[src/rtl/accum_pkg.sv]
`default_nettype none
// +----------------------------------------------------------------------------+
// | accum_pkg : shared widths, drain FSM state type and chunk-limit helper.   |
// | Revision  : 1.0 - initial release                                         |
// +----------------------------------------------------------------------------+
package accum_pkg;

  localparam int ACC_WIDTH_DEF  = 8;
  localparam int DATA_WIDTH_DEF = 4;

  typedef enum logic [0:0] {
    IDLE  = 1'b0,
    DRAIN = 1'b1
  } drain_state_t;

  // 2^dw-1, saturated to the all-ones value of an aw-bit accumulator.
  function automatic logic [31:0] max_chunk(input int dw, input int aw);
    int bits;
    bits = (dw < aw) ? dw : aw;
    if (bits >= 32) return '1;
    return (32'd1 << bits) - 32'd1;
  endfunction

endpackage
`default_nettype wire

[src/rtl/accum_chunk_sel.sv]
`default_nettype none
// +----------------------------------------------------------------------------+
// | accum_chunk_sel : chunk = min(remaining_in, MAX_CHUNK), is_last when the  |
// |                   whole remainder fits in one chunk. Combinational only.  |
// | Revision        : 1.0 - initial release                                   |
// +----------------------------------------------------------------------------+
module accum_chunk_sel
  import accum_pkg::*;
#(
  parameter int DATA_WIDTH = DATA_WIDTH_DEF,
  parameter int ACC_WIDTH  = ACC_WIDTH_DEF
) (
  input  logic [ACC_WIDTH-1:0]  remaining_in,
  output logic [DATA_WIDTH-1:0] chunk,
  output logic                  is_last
);

  generate
    if (DATA_WIDTH < ACC_WIDTH) begin : g_narrow
      localparam logic [ACC_WIDTH-1:0] C_MAX_CHUNK =
        ACC_WIDTH'(max_chunk(DATA_WIDTH, ACC_WIDTH));

      assign is_last = (remaining_in <= C_MAX_CHUNK);
      assign chunk   = is_last ? remaining_in[DATA_WIDTH-1:0] : {DATA_WIDTH{1'b1}};
    end else begin : g_wide
      // A chunk can hold any total, so every remainder is a single final beat.
      assign is_last = 1'b1;
      assign chunk   = DATA_WIDTH'(remaining_in);
    end
  endgenerate

endmodule
`default_nettype wire

[src/rtl/accum_drain.sv]
`default_nettype none
// +----------------------------------------------------------------------------+
// | accum_drain : accepts one total and re-serialises it as a stream of       |
// |               bounded chunks with a last flag on the final beat.          |
// | Revision    : 1.0 - initial release                                       |
// +----------------------------------------------------------------------------+
module accum_drain
  import accum_pkg::*;
#(
  parameter int DATA_WIDTH = DATA_WIDTH_DEF,
  parameter int ACC_WIDTH  = ACC_WIDTH_DEF
) (
  input  logic                  clk,
  input  logic                  rst,
  input  logic                  load_valid,
  output logic                  load_ready,
  input  logic [ACC_WIDTH-1:0]  load_data,
  output logic                  out_valid,
  input  logic                  out_ready,
  output logic [DATA_WIDTH-1:0] out_data,
  output logic                  out_last,
  output logic [ACC_WIDTH-1:0]  remaining,
  output logic                  busy
);

  drain_state_t          state_q, state_d;
  logic [ACC_WIDTH-1:0]  remaining_q, remaining_d;
  logic                  out_valid_q, out_valid_d;
  logic [DATA_WIDTH-1:0] out_data_q, out_data_d;
  logic                  out_last_q, out_last_d;

  logic [DATA_WIDTH-1:0] ld_chunk, nx_chunk;
  logic                  ld_last, nx_last;
  logic [ACC_WIDTH-1:0]  rem_after;
  logic                  xfer;

  // Chunk never exceeds remaining, so this subtraction cannot wrap.
  assign rem_after = remaining_q - ACC_WIDTH'(out_data_q);
  assign xfer      = out_valid_q && out_ready;

  accum_chunk_sel #(
    .DATA_WIDTH (DATA_WIDTH),
    .ACC_WIDTH  (ACC_WIDTH)
  ) u_sel_load (
    .remaining_in (load_data),
    .chunk        (ld_chunk),
    .is_last      (ld_last)
  );

  accum_chunk_sel #(
    .DATA_WIDTH (DATA_WIDTH),
    .ACC_WIDTH  (ACC_WIDTH)
  ) u_sel_next (
    .remaining_in (rem_after),
    .chunk        (nx_chunk),
    .is_last      (nx_last)
  );

  always_comb begin
    state_d     = state_q;
    remaining_d = remaining_q;
    out_valid_d = out_valid_q;
    out_data_d  = out_data_q;
    out_last_d  = out_last_q;
    case (state_q)
      IDLE: begin
        if (load_valid) begin
          state_d     = DRAIN;
          remaining_d = load_data;
          out_valid_d = 1'b1;
          out_data_d  = ld_chunk;
          out_last_d  = ld_last;
        end
      end
      DRAIN: begin
        if (xfer) begin
          remaining_d = rem_after;
          if (out_last_q) begin
            state_d     = IDLE;
            out_valid_d = 1'b0;
            out_data_d  = '0;
            out_last_d  = 1'b0;
          end else begin
            out_data_d = nx_chunk;
            out_last_d = nx_last;
          end
        end
      end
      default: state_d = IDLE;
    endcase
  end

  always_ff @(posedge clk or posedge rst) begin
    if (rst) begin
      state_q     <= IDLE;
      remaining_q <= '0;
      out_valid_q <= 1'b0;
      out_data_q  <= '0;
      out_last_q  <= 1'b0;
    end else begin
      state_q     <= state_d;
      remaining_q <= remaining_d;
      out_valid_q <= out_valid_d;
      out_data_q  <= out_data_d;
      out_last_q  <= out_last_d;
    end
  end

  assign load_ready = (state_q == IDLE);
  assign busy       = (state_q == DRAIN);
  assign out_valid  = out_valid_q;
  assign out_data   = out_data_q;
  assign out_last   = out_last_q;
  assign remaining  = remaining_q;

endmodule
`default_nettype wire

[config.mk]
export PLATFORM = sky130hd
export DESIGN_NAME = accum_drain
export DESIGN_NICKNAME = d
export VERILOG_FILES = /design/src/rtl/accum_pkg.sv /design/src/rtl/accum_chunk_sel.sv /design/src/rtl/accum_drain.sv
export SDC_FILE = /design/constraint.sdc
export NUM_CORES = 1
export LEC_CHECK = 0
export ABC_AREA = 1
export ABC_CLOCK_PERIOD_IN_PS = 2200
export CAP_MARGIN = 15
export CELL_PAD_IN_SITES_DETAIL_PLACEMENT = 0
export CELL_PAD_IN_SITES_GLOBAL_PLACEMENT = 2
export CORE_MARGIN = 5
export CORE_UTILIZATION = 26
export DETAILED_ROUTE_END_ITERATION = 8
export PLACE_DENSITY = 0.87
export SYNTH_ARGS = -nofsm -noshare
export SYNTH_HDL_FRONTEND = slang
export SYNTH_SLANG_ARGS = --single-unit
[constraint.sdc]
create_clock -name clk -period 2.2 [get_ports clk]
set_clock_uncertainty 0.05 [all_clocks]
set_input_delay 0.22 -clock clk [delete_from_list [all_inputs] [get_ports clk]]
set_output_delay 0.22 -clock clk [all_outputs]
set_load 0.1 [all_outputs]
Yosys cells after proc, flatten, opt, wreduce, memory -nomap -nowiden. Index checks and enable logic that the tools add are counted. Widths: inputs -> output; s select.

Register bits: 15. Bits of input ports: 12. Logic and storage cells: 36. Bits in latches: 0. Bits in read-only memories: 0. Memories kept: 0. Bits in writable memories: 0.

Shift operators: 0. Mux-type cells: 21. Order comparisons: 2. Reductions and logical operators: 3. Equal/unequal tests: 3. Add/subtract/negate cells: 1. Bitwise gates (word level): 1. Multiply operators: 0. Divide/modulo/power cells: 0.

Operators by type and width (count): $mux 4 (5); $le 8x4->1 const B (2); $mux 8 (2); $pmux 8 s2 (1); $mux 1 (9); $pmux 4 s2 (1); $sub 8x4->8 (1); $pmux 1 s2 (3); $ne 2x1->1 const B (2); $reduce_and 3->1 (1); $ne 2x2->1 const B (1); $reduce_and 2->1 (1); $logic_and 1x1->1 (1); $not 1->1 (1).

Depth between registers and ports, before layout.
Depth in word-level cells: 6. Depth in mapped cells: 13.

By module. Synthesis repeated with hierarchy kept, for this count alone.

Cell total of the unflattened synthesis: 168. Area, all modules: 1132.3 um^2.

Modules (own cells, without submodules): accum_drain (cells each 138, times used 1, area an instance 999.7 um^2); accum_chunk_sel (cells each 15, times used 2, area an instance 66.3 um^2).

Worst setup path before layout. Ideal clock, no wire load.

Path type: reg2reg. Start point: register state_q, in the netlist busy. End point: register out_data_q[0], in the netlist out_data[0]. Data required time: 2075 ps. Library setup time: 75 ps. Data arrival time: 2421 ps. Clock period less this slack: 2546 ps. Slack: -346 ps. Stages on the path, launching flop included: 5. Cell sequence: dfrtp_1 inv_1 clkbuf_1 a21oi_1 a21oi_2.

Cells in the longest elaborated chain, start to end: 3. Elaborated cells between the ends (all ways): 5. Those cells by class: 2 x eq/ne; 1 x mux; 1 x bitwise; 1 x reduce/logical.

Ends and longest elaborated chain: start: declaration (line accum_drain.sv:26) `drain_state_t state_q, state_d;`; start signal: assignment (line accum_drain.sv:101) `state_q <= state_d;`; $not 1->1 *; via load_ready (line accum_drain.sv:16) `output logic load_ready,`; $ne 2x2->1 (no line); $reduce_and 2->1 (no line); end signal: assignment (line accum_drain.sv:104) `out_data_q <= out_data_d;`; end: declaration (line accum_drain.sv:29) `logic [DATA_WIDTH-1:0] out_data_q, out_data_d;`.

The timed path passes the listed nets; every way through them passes the cells marked *. A chain may end at the register's enable or synchronous reset.

Worst setup path in the final report.
Start point: register remaining_q[0], in the netlist remaining[0]. End point: register out_data_q[2], in the netlist out_data[2].

Cells in the longest elaborated chain, start to end: 6.

Ends and longest elaborated chain: start: declaration (line accum_drain.sv:27) `logic [ACC_WIDTH-1:0] remaining_q, remaining_d;`; start signal: assignment (line accum_drain.sv:102) `remaining_q <= remaining_d;`; $sub 8x4->8 * (line accum_drain.sv:38) `assign rem_after = remaining_q - ACC_WIDTH'(out_data_q);`; $le 8x4->1 (line accum_chunk_sel.sv:23) `assign is_last = (remaining_in <= C_MAX_CHUNK);`; $mux 4 * (line accum_chunk_sel.sv:24) `assign chunk = is_last ? remaining_in[DATA_WIDTH-1:0] : {DATA_WIDTH{1'b1}};`; $mux 4 * (line accum_drain.sv:78) `if (out_last_q) begin`; $mux 4 * (line accum_drain.sv:76) `if (xfer) begin`; $pmux 4 s2 * (line accum_drain.sv:65) `case (state_q)`.

Every way passes the cells marked *; elsewhere a longest branch is shown, timed or not. The select of a mux whose other input is x is not followed.

==> impl_results.md <==
- Result of the run: completed
- Clock tree from TritonCTS: done
- Number of clock buffers inserted by TritonCTS: 3
- Vias in the first global route: approximately 1100
- Transition time at the pin with the least slew margin: 0.635 ns
- Count of antenna diodes in the layout: 0
- Worst flop-to-flop path endpoint: out_data[2]
- Crit path buffers/inverters: 2
- Unrepaired setup endpoints after global routing: no
- Final weighted congestion in routability-driven placement: 0.785
- Synthesis-stage register bit count: 15
- Number of vias in the routed layout: slightly above 1000
- Clock latency of the later-clocked register in the worst-skew pair: 0.25 ns
- Global router's overall resource usage: 0.115
- Worst stage delay on the critical path: 0.40 ns
- Net count after synthesis: 160
- Cell chosen for the clock root: sky130_fd_sc_hd__clkbuf_8
- Fin crit period: around 2.0 ns
- # Max-Cap Violations: 0
- Capturing element type of the critical path: flip-flop
- R2r setup slk: around 0.21 ns
- Max-slew headroom at the worst pin: 0.576
- Post-synth EDFFs: 0
- Cell taking the most area after synthesis: sky130_fd_sc_hd__dfrtp_1
- Core area: 0.00400 sq mm
- Non-filler instance count after layout: 220
- HPWL reported at the end of detailed placement: 2270 um
- Total DRC errors in the routed layout: 0
- Arrival time at the worst endpoint: 2.08 ns
- Drt initial violations: 33
- Final routed wirelength across all metal layers: between 2000 and 3000 um
- Count of buffers inserted at the top-level ports: 27
- Fraction of final layout cells sized beyond drive strength 1: 0.253
- Clock edge transition at the registers on the reported setup and hold paths: 0.07 ns
- Hold crit path type: in2async
- Post-synth design cell area: approximately 0.0011 sq mm
- Total Nets Final: 189
- Reg-to-Reg Start: remaining[0]
- Main synth FF type: sky130_fd_sc_hd__dfrtp_1
- Max-slew violation count: 0
- First-pass GRT wire length: 4950 um
- Die boundary height: around 74 um
- Biggest area contributors in the synthesized netlist: sky130_fd_sc_hd__dfrtp_1 (35%), sky130_fd_sc_hd__nand2_1 (11%), sky130_fd_sc_hd__inv_1 (6.0%)
- WP data required: 2.29 ns
- Cell count after synthesis: 142
- Fraction of registers with async set/reset: 1.00
- Setup violations, final: 0
- Full die area: 0.00548 sq mm
- Mean post-synth cell area: 7.51 sq um
- I/O pin total: 28
- Synth Warn #: 0
- Total congestion overflow after global routing: 0
- Initial antenna violation count: 0
- Cell family with the largest share of critical-path delay: simple AND/OR/NAND/NOR gates
- Wire length per cell: 13.1 um
- Share of the synthesized area in the top cell type: 0.352
- Count of nets left with antenna violations after detail routing: 0
- Number of sinks on the clock net: 15
- Floorplan row count: 23
- Commonest cells in the netlist: sky130_fd_sc_hd__nand2_1 (32), sky130_fd_sc_hd__inv_1 (17), sky130_fd_sc_hd__dfrtp_1 (15), sky130_fd_sc_hd__nor2_1 (15), sky130_fd_sc_hd__nand3_1 (11)
- Area Overhead vs Synth: 32.3%
- Per-cell via count in the routed design: around 4.6
- Max FO, Critical Path: 5
- Die extent in x: 74.0 um
- Cell with the most instances after synthesis: sky130_fd_sc_hd__nand2_1
- Critical path depth in cells: 11
- CTS HTree Levels: 1
- Category of the worst setup path launch point: flip-flop
- Slowest library cell on the worst path: sky130_fd_sc_hd__dfrtp_2
- Register-to-Register Path Depth: 11
- FMAX: 502 MHz
- Starting Density: 0.266
- Setup TNS: 0 ns
- Class of the most critical setup path: reg2reg
- Total count of hold-check failures in the final report: 0
- Number of detailed-route iterations in the first pass: 4
- Distinct cell type count of the synthesized netlist: 26
- Maximum number of pins on one net before global-route repair: 16
- Placed instance count: about 220
- Maximum clock insertion buffer count: 2
- Final core area utilization: 0.353
- Cells along the critical path: inv_1, ha_1, inv_1, fa_2, nand3_1, nand2_1, xor2_1, nor2_2, nand3_1, nand2_1, a21oi_2
- Portion of the clock cycle consumed by the worst path in the final layout: 0.905
- Portion of the post-synthesis area used by sequential elements: 0.352
per-stage QoR:
step	cell area (sq um)	hold slack, ns	worst slack (ns)
finish	1410	0.292	0.209
floorplan	1080	0.0710	0.000117
CTS	1410	0.318	0.118
global placement	1360	0.449	0.178
detailed placement	1360	0.449	0.134
global route	1410	0.347	0.0478
registers in the layout, summed over array words and instances (netlist names):
signal / flops
busy: 1
out_data: 4
out_valid: 1
out_last: 1
remaining: 8
worst max-delay path by stage:
| stage | slack (ns) | to | startpoint |
|---|---|---|---|
| global placement | 0.18 | out_data[3] | remaining[0] |
| finish | 0.21 | out_data[2] | remaining[0] |
| global route | 0.05 | out_data[2] | remaining[0] |
| CTS | 0.12 | out_data[3] | remaining[0] |
| floorplan | 0.0001 | out_data[2] | remaining[0] |
| detailed placement | 0.13 | out_data[3] | remaining[0] |
layout by cell type, fill, tap and decap left out:
cell	synthesis	final
sky130_fd_sc_hd__nand2_1	32	32
sky130_fd_sc_hd__inv_1	17	17
sky130_fd_sc_hd__buf_4	0	17
sky130_fd_sc_hd__nor2_1	15	15
sky130_fd_sc_hd__nand3_1	11	11
sky130_fd_sc_hd__clkdlybuf4s50_1	0	11
sky130_fd_sc_hd__o21ai_0	8	8
sky130_fd_sc_hd__dfrtp_1	15	7
sky130_fd_sc_hd__dfrtp_2	0	7
sky130_fd_sc_hd__a21oi_1	5	5
sky130_fd_sc_hd__a21oi_2	5	5
sky130_fd_sc_hd__ha_1	5	5
sky130_fd_sc_hd__o22ai_1	4	4
sky130_fd_sc_hd__nand2_2	3	3
sky130_fd_sc_hd__clkbuf_8	1	3
sky130_fd_sc_hd__nand4_1	2	2
sky130_fd_sc_hd__nor2_4	2	2
sky130_fd_sc_hd__nor2_2	2	2
sky130_fd_sc_hd__xor2_1	2	2
sky130_fd_sc_hd__a31oi_1	2	2
sky130_fd_sc_hd__o211ai_1	2	2
sky130_fd_sc_hd__and2_1	1	1
sky130_fd_sc_hd__and3_1	1	1
sky130_fd_sc_hd__xnor2_1	1	1
sky130_fd_sc_hd__o22a_1	1	1
sky130_fd_sc_hd__fa_2	0	1
sky130_fd_sc_hd__clkinv_2	0	1
sky130_fd_sc_hd__dfrtp_4	0	1
sky130_fd_sc_hd__buf_12	0	1
repair_timing:
action                                  CTS  global route
gates resized for setup                   0             1
hold endpoints to repair                  0             0
endpoints found under the setup margin    0             4
setup buffers                             0             0
hold buffers                              0             0
cell type report:
class                           count  area, sq um
Inverter                           17         63.8
Timing Repair Buffer               29          258
Sequential cell                    15          388
Multi-Input combinational cell    105          592
Fill cell                         418         2590
Clock buffer                        3         41.3
Tap cell                           50         62.6
Clock inverter                      1         5.00
per-layer routing:
layer / vias to the layer above / routed length (um) / part of all wire / global-route usage
met5: - / 0 / 0 / 0
met4: 0 / 42 / 0.015 / 0.0463
met3: 4 / 128 / 0.045 / 0.0230
met2: 30 / 1400 / 0.49 / 0.194
met1: 455 / 1300 / 0.45 / 0.144
li1: 518 / - / - / -
logic make-up (layout without fill, tap and decap cells):
kind of cell | count (synthesis) | in the layout | synth area share
xor+xnor | 3 | 3 | 0.0247
flops | 15 | 15 | 0.352
compound gates | 27 | 27 | 0.160
fa+ha+maj | 6 | 6 | 0.0775
simple gates | 69 | 69 | 0.291
buf+inv | 22 | 50 | 0.0951
Power is not shown: default switching activity piles up to over one toggle a cycle in this logic, so the estimate is an artifact.
